==> src/rtl/segment_sequencer.sv <==
// segment_sequencer: runs a queue of (duration, bank) segments for the oscillator bank.
// Each segment is one LOAD cycle followed by (duration+1) RUN cycles. A DONE pulse
// follows the last segment. abort flushes the queue and returns to idle at once.
// Optional feature: define SEG_LOOP_EN to add a loop_en input. While loop_en is high,
// each popped segment is recirculated to the tail.
module segment_sequencer #(
  parameter int unsigned DEPTH  = 8,
  parameter int unsigned BANK_W = 2,
  parameter int unsigned TIME_W = 16
) (
  input  logic                       clk1,
  input  logic                       rst_n,
  input  logic                       seg_wr,
  input  logic [TIME_W-1:0]          seg_time,
  input  logic [BANK_W-1:0]          seg_bank,
  input  logic                       arm,
  input  logic                       abort,
`ifdef SEG_LOOP_EN
  input  logic                       loop_en,
`endif
  output logic                       queue_full,
  output logic                       queue_empty,
  output logic [$clog2(DEPTH):0]     queue_count,
  output logic                       overflow,
  output logic                       load_strobe,
  output logic [BANK_W-1:0]          bank_sel,
  output logic                       running,
  output logic [TIME_W-1:0]          cur_time,
  output logic                       finished
);

  localparam int unsigned PTR_W = $clog2(DEPTH);
  localparam int unsigned CNT_W = PTR_W + 1;

  typedef struct packed {
    logic [TIME_W-1:0] t;
    logic [BANK_W-1:0] b;
  } seg_t;

  typedef enum logic [1:0] {S_IDLE, S_LOAD, S_RUN, S_DONE} state_t;

  state_t            r_state;
  state_t            w_state_nxt;
  seg_t              r_mem [DEPTH];
  logic [PTR_W-1:0]  r_rd_ptr;
  logic [PTR_W-1:0]  r_wr_ptr;
  logic [CNT_W-1:0]  r_count;
  logic              r_overflow;
  logic              r_load_strobe;
  logic [BANK_W-1:0] r_bank_sel;
  logic              r_running;
  logic [TIME_W-1:0] r_cur_time;
  logic              r_finished;

  seg_t              w_head;
  seg_t              w_host;
  seg_t              w_next_head;
  seg_t              w_load_val;
  logic              w_do_load;
  logic              w_seg_end;
  logic              w_pop;
  logic              w_recirc;
  logic              w_push_ok;
  logic              w_overflow;
  logic              w_more;
  logic [CNT_W-1:0]  w_count_base;
  logic [CNT_W-1:0]  w_count_nxt;

  assign w_head    = r_mem[r_rd_ptr];
  assign w_host    = '{t: seg_time, b: seg_bank};
  assign w_seg_end = (r_state == S_RUN) && (r_cur_time == '0);
  assign w_pop     = w_seg_end && !abort;
`ifdef SEG_LOOP_EN
  assign w_recirc  = w_pop && loop_en;
`else
  assign w_recirc  = 1'b0;
`endif

  // Queue bookkeeping: the pop and the recirculation are applied before the host push is judged.
  always_comb begin
    w_count_base = r_count - CNT_W'(w_pop) + CNT_W'(w_recirc);
    w_push_ok    = seg_wr && !abort && (w_count_base < CNT_W'(DEPTH));
    w_overflow   = seg_wr && !abort && !(w_count_base < CNT_W'(DEPTH));
    w_count_nxt  = w_count_base + CNT_W'(w_push_ok);
    // The head after a pop is forwarded from the same-cycle write when the popped entry was the only one.
    if (r_count > CNT_W'(1)) begin
      w_next_head = r_mem[r_rd_ptr + PTR_W'(1)];
    end else if (w_recirc) begin
      w_next_head = w_head;
    end else begin
      w_next_head = w_host;
    end
    w_more = (r_count > CNT_W'(1)) || w_recirc || w_push_ok;
  end

  // Next-state and segment-load selection.
  always_comb begin
    w_state_nxt = r_state;
    w_do_load   = 1'b0;
    w_load_val  = w_head;
    case (r_state)
      S_IDLE: begin
        if (arm && (r_count != '0)) begin
          w_state_nxt = S_LOAD;
          w_do_load   = 1'b1;
          w_load_val  = w_head;
        end
      end
      S_LOAD: w_state_nxt = S_RUN;
      S_RUN: begin
        if (r_cur_time == '0) begin
          if (w_more) begin
            w_state_nxt = S_LOAD;
            w_do_load   = 1'b1;
            w_load_val  = w_next_head;
          end else begin
            w_state_nxt = S_DONE;
          end
        end
      end
      S_DONE: w_state_nxt = S_IDLE;
      default: w_state_nxt = S_IDLE;
    endcase
    if (abort) begin
      w_state_nxt = S_IDLE;
      w_do_load   = 1'b0;
    end
  end

  // State, pointers and registered outputs.
  always_ff @(posedge clk1 or negedge rst_n) begin
    if (!rst_n) begin
      r_state       <= S_IDLE;
      r_rd_ptr      <= '0;
      r_wr_ptr      <= '0;
      r_count       <= '0;
      r_overflow    <= 1'b0;
      r_load_strobe <= 1'b0;
      r_bank_sel    <= '0;
      r_running     <= 1'b0;
      r_cur_time    <= '0;
      r_finished    <= 1'b0;
    end else begin
      r_state       <= w_state_nxt;
      r_overflow    <= w_overflow;
      r_load_strobe <= (w_state_nxt == S_LOAD);
      r_running     <= (w_state_nxt == S_RUN);
      r_finished    <= (w_state_nxt == S_DONE);
      if (abort) begin
        r_rd_ptr   <= '0;
        r_wr_ptr   <= '0;
        r_count    <= '0;
        r_cur_time <= '0;
      end else begin
        r_rd_ptr <= r_rd_ptr + PTR_W'(w_pop);
        r_wr_ptr <= r_wr_ptr + PTR_W'(w_recirc) + PTR_W'(w_push_ok);
        r_count  <= w_count_nxt;
        if (w_do_load) begin
          r_cur_time <= w_load_val.t;
        end else if ((r_state == S_RUN) && (r_cur_time != '0)) begin
          r_cur_time <= r_cur_time - TIME_W'(1);
        end else if (w_state_nxt == S_DONE) begin
          r_cur_time <= '0;
        end
      end
      if (w_do_load) begin
        r_bank_sel <= w_load_val.b;
      end
    end
  end

  // Queue storage: the recirculated entry lands at the tail, a host push right behind it.
  always_ff @(posedge clk1) begin
    if (w_recirc) begin
      r_mem[r_wr_ptr] <= w_head;
    end
    if (w_push_ok) begin
      r_mem[r_wr_ptr + PTR_W'(w_recirc)] <= w_host;
    end
  end

  assign queue_full  = (r_count == CNT_W'(DEPTH));
  assign queue_empty = (r_count == '0);
  assign queue_count = r_count;
  assign overflow    = r_overflow;
  assign load_strobe = r_load_strobe;
  assign bank_sel    = r_bank_sel;
  assign running     = r_running;
  assign cur_time    = r_cur_time;
  assign finished    = r_finished;

endmodule

==> config.mk <==
export PLATFORM = sky130hd
export DESIGN_NAME = segment_sequencer
export DESIGN_NICKNAME = d
export VERILOG_FILES = /design/src/rtl/segment_sequencer.sv
export SDC_FILE = /design/constraint.sdc
export NUM_CORES = 1
export LEC_CHECK = 0
export CORE_MARGIN = 2
export CORE_UTILIZATION = 49
export DETAILED_ROUTE_END_ITERATION = 10
export PLACE_DENSITY_LB_ADDON = 0.08
export SYNTH_ARGS = -nofsm -noshare
export SYNTH_HDL_FRONTEND = slang
export SYNTH_SLANG_ARGS = --single-unit
export TNS_END_PERCENT = 30
==> constraint.sdc <==
create_clock -name clk1 -period 7.35 [get_ports clk1]
set_clock_uncertainty 0.1 [all_clocks]
set_input_delay 2.205 -clock clk1 [delete_from_list [all_inputs] [get_ports clk1]]
set_output_delay 2.205 -clock clk1 [all_outputs]
set_load 0.01 [all_outputs]
==> flow_summary.json <==
{
  "worst_pin_slew_ns": 0.8560,
  "slew_headroom": 0.4293,
  "detail-route-antenna-nets": 0,
  "cp_num_buf_inv": 3,
  "hpwl_mm": 14.65,
  "rsz0062_at_grt": "false",
  "synth_area_um2": 8738,
  "post_dp_cell_area_um2": 9505,
  "finalWirelength_mm": 21.65,
  "power_density_nw_per_um2": 236.8,
  "grt_pass1_wl_mm": 33.03,
  "ys_warn_count": 0,
  "fin_nets": 682,
  "yosysSeqAreaShare": 0.5922,
  "final_area_um2": 10030,
  "die_x_um": 137.5,
  "floorplan.initialDensity": 0.5035,
  "area_delta_synth_final_pct": 14.79,
  "grt_pass1_vias": 5502,
  "drive_gt1_frac": 0.2109,
  "grt_util_all_layers": 0.2458,
  "synth_area_per_cell_um2": 14.69,
  "cp-end-kind": "register",
  "numCtsBuffers": 17,
  "outcome": "finished clean",
  "ctsLongestPathBuffers": 2,
  "gp_congestion": 0.8302,
  "yosys.area_share.adder": 0.01575,
  "drtIter0Drc": 530,
  "path_cells": "clkdlybuf4s50_1, buf_4, nor2_1, and3_1, ha_1, nand2_1, xor2_1, and3b_1, nand2_1, nor2_2, buf_4",
  "setup-violations-final": 0,
  "drv_cap": 0,
  "routedWlPerCell_um": 24.49,
  "clock_sinks": 178,
  "die_h_um": 137.5,
  "via_per_inst": 6.282,
  "fin_crit_sh": 0.7133,
  "netlist_instances": 595,
  "antenna_found_initial": 0,
  "hold_class": "register to register",
  "diodes": 0,
  "syn_nets": 629,
  "power_leakage_nw": 3.351,
  "root_buffer": "clkbuf_16",
  "path_delay_family": "simple AND/OR/NAND/NOR gates",
  "yosys.area_share.xor_xnor": 0.008018,
  "synthMuxAreaShare": 0.1952,
  "ys_ff_latch": 178,
  "h-tree-depth": 4,
  "ctsHoldBuffers": 0,
  "reg2reg_from": "cur_time[0]$_DFFE_PN0P_",
  "numPortBuffers": 50,
  "cts_tree": "yes",
  "crit_type": "input pin to register",
  "cp_slowest_cell": "nor2_2",
  "finalSetupTns_ns": 0,
  "core_um2": 17360,
  "layout_setup_ws_ns": 2.107,
  "vias": 5553,
  "slew_viol_final": 0,
  "synth_top_family_by_area": "multiplexers",
  "firstDrtPassIters": 5,
  "cp.arrival_ns": 5.26,
  "post_cts_resized": 0,
  "grt_max_degree": 52,
  "worstHoldStart": "bank_sel[0]$_DFFE_PN0N_",
  "cts_setup_buffers": 0,
  "fmax_ghz": 0.1907,
  "ys.flop_type": "edfxtp_1",
  "peakVddDrop_uv": 167.3,
  "cpPeakStageDelay_ns": 0.57,
  "critPathLaunchType": "input pin",
  "worstSetupStartpoint": "abort",
  "synth_cell_types": 49,
  "num_rows": 48,
  "drc": 0,
  "cp.required_ns": 7.37,
  "clk_pin_slew_worst_paths_ns": 0.06,
  "insertion_delay_ns": 0.42,
  "async_flop_share": 0.1910,
  "io_pins": 51,
  "dpl_worst_slack_ns": 1.626,
  "synth_edf_count": 144,
  "synth_compound_area_frac": 0.05427,
  "final_core_utilization": 0.5779,
  "synthSimpleGateAreaFrac": 0.1075,
  "die-area_um2": 18920,
  "min_period_ns": 5.243,
  "path_max_fanout": 20,
  "hold_violations": 0,
  "gr-total-overflow": 0
}
-- cell usage in the layout (no fill, tap or decap), drive strengths merged, types with 2 or more instances in the layout --
cell	count
a21o	3
a21oi	14
a221oi	2
a22oi	2
a31oi	7
and2	2
and3	5
buf	21
clkbuf	19
clkdlybuf4s50	49
clkinv	5
clkinvlp	5
dfrtp	34
edfxtp	144
ha	11
inv	8
mux2	9
mux2i	14
mux4	65
nand2	70
nand2b	8
nand3	25
nand3b	3
nand4	5
nor2	31
nor2b	9
nor3	13
nor3b	2
nor4	8
nor4b	2
o211ai	12
o21ai	30
o22a	2
o22ai	3
or3	2
xnor2	5
xor2	3
-- sequential cells by signal, indices dropped and copies added (netlist names) --
| name | cells |
|---|---|
| bank_sel | 2 |
| cur_time | 16 |
| finished | 1 |
| load_strobe | 1 |
| overflow | 1 |
| queue_count | 4 |
| r_mem | 144 |
| r_rd_ptr | 3 |
| r_state | 2 |
| r_wr_ptr | 3 |
| running | 1 |
-- layer usage --
layer | GRT usage | vias to the layer above | wire length [um] | part of all wire
met5 | 0 | - | 0 | 0
met2 | 0.3596 | 258 | 9734 | 0.45
li1 | - | 2443 | - | -
met4 | 0.08706 | 0 | 446 | 0.021
met1 | 0.3661 | 2825 | 9767 | 0.45
met3 | 0.05298 | 27 | 1705 | 0.079
-- layout make-up --
class	instances	area, um2
inverters	8	30.03
flip-flops and latches	178	5179
multi-input cells	373	3369
fillers	1364	7326
repair buffers	70	645.6
clock buffers	19	432.9
clock inverters	11	92.59
well taps	225	281.5
-- synth_stat cells, types with 3 or more instances --
library cell	number	area, um2
o21ai_1	3	15.01
a21o_1	3	22.52
o22ai_1	3	18.77
a21oi_1	14	70.07
o211ai_1	12	90.09
a31oi_1	7	43.79
inv_1	8	30.03
mux2i_1	14	140.1
mux2_2	9	101.4
buf_6	5	56.30
nor2b_1	9	56.30
mux4_2	65	1464
buf_2	15	75.07
nand2b_1	8	50.05
xor2_1	3	26.28
nor3_1	12	60.06
nor4_1	7	43.79
dfrtp_1	34	850.8
xnor2_1	5	43.79
nor2_1	30	112.6
nand2_1	70	262.8
nand3_1	25	125.1
edfxtp_1	144	4324
o21ai_0	26	130.1
clkbuf_1	11	41.29
buf_4	4	30.03
and3_1	5	31.28
nand3b_1	3	22.52
ha_1	11	137.6
nand4_1	4	25.02
-- worst paths after layout --
kind	end	slack (ns)	cells past startpoint
max	r_mem[3][9]$_DFFE_PP_	2.11	11
min	bank_sel[0]$_DFFE_PN0N_	0.43	1
max reg2reg	r_mem[3][9]$_DFFE_PP_	3.27	12
min reg2reg	bank_sel[0]$_DFFE_PN0N_	0.43	1
max in group asynchronous	r_rd_ptr[0]$_DFF_PN0_	4.73	1
min in group asynchronous	cur_time[1]$_DFFE_PN0P_	1.79	1
-- per-stage QoR --
| step | cells | power, mW | hold slack (ns) |
|---|---|---|---|
| after floorplan | 595 | 1.422 | 0.4167 |
| after global placement | 854 | 1.568 | 0.3994 |
| after detailed placement | 854 | 1.578 | 0.4189 |
| after CTS | 884 | 2.393 | 0.4321 |
| after global routing | 884 | 2.473 | 0.4558 |
| final | 884 | 2.376 | 0.4297 |
-- where the power goes --
group | internal, mW | switching [mW]
logic | 0.163 | 0.216
registers | 1.13 | 0.0492
clock network | 0.458 | 0.360
total | 1.75 | 0.626
-- logic make-up after synthesis --
family	after synthesis
mux	88
buf+inv	44
flops	178
xor+xnor	8
fa+ha+maj	11
compound gates	77
simple gates	189
Note: power is estimated with default switching activity, not from simulation.
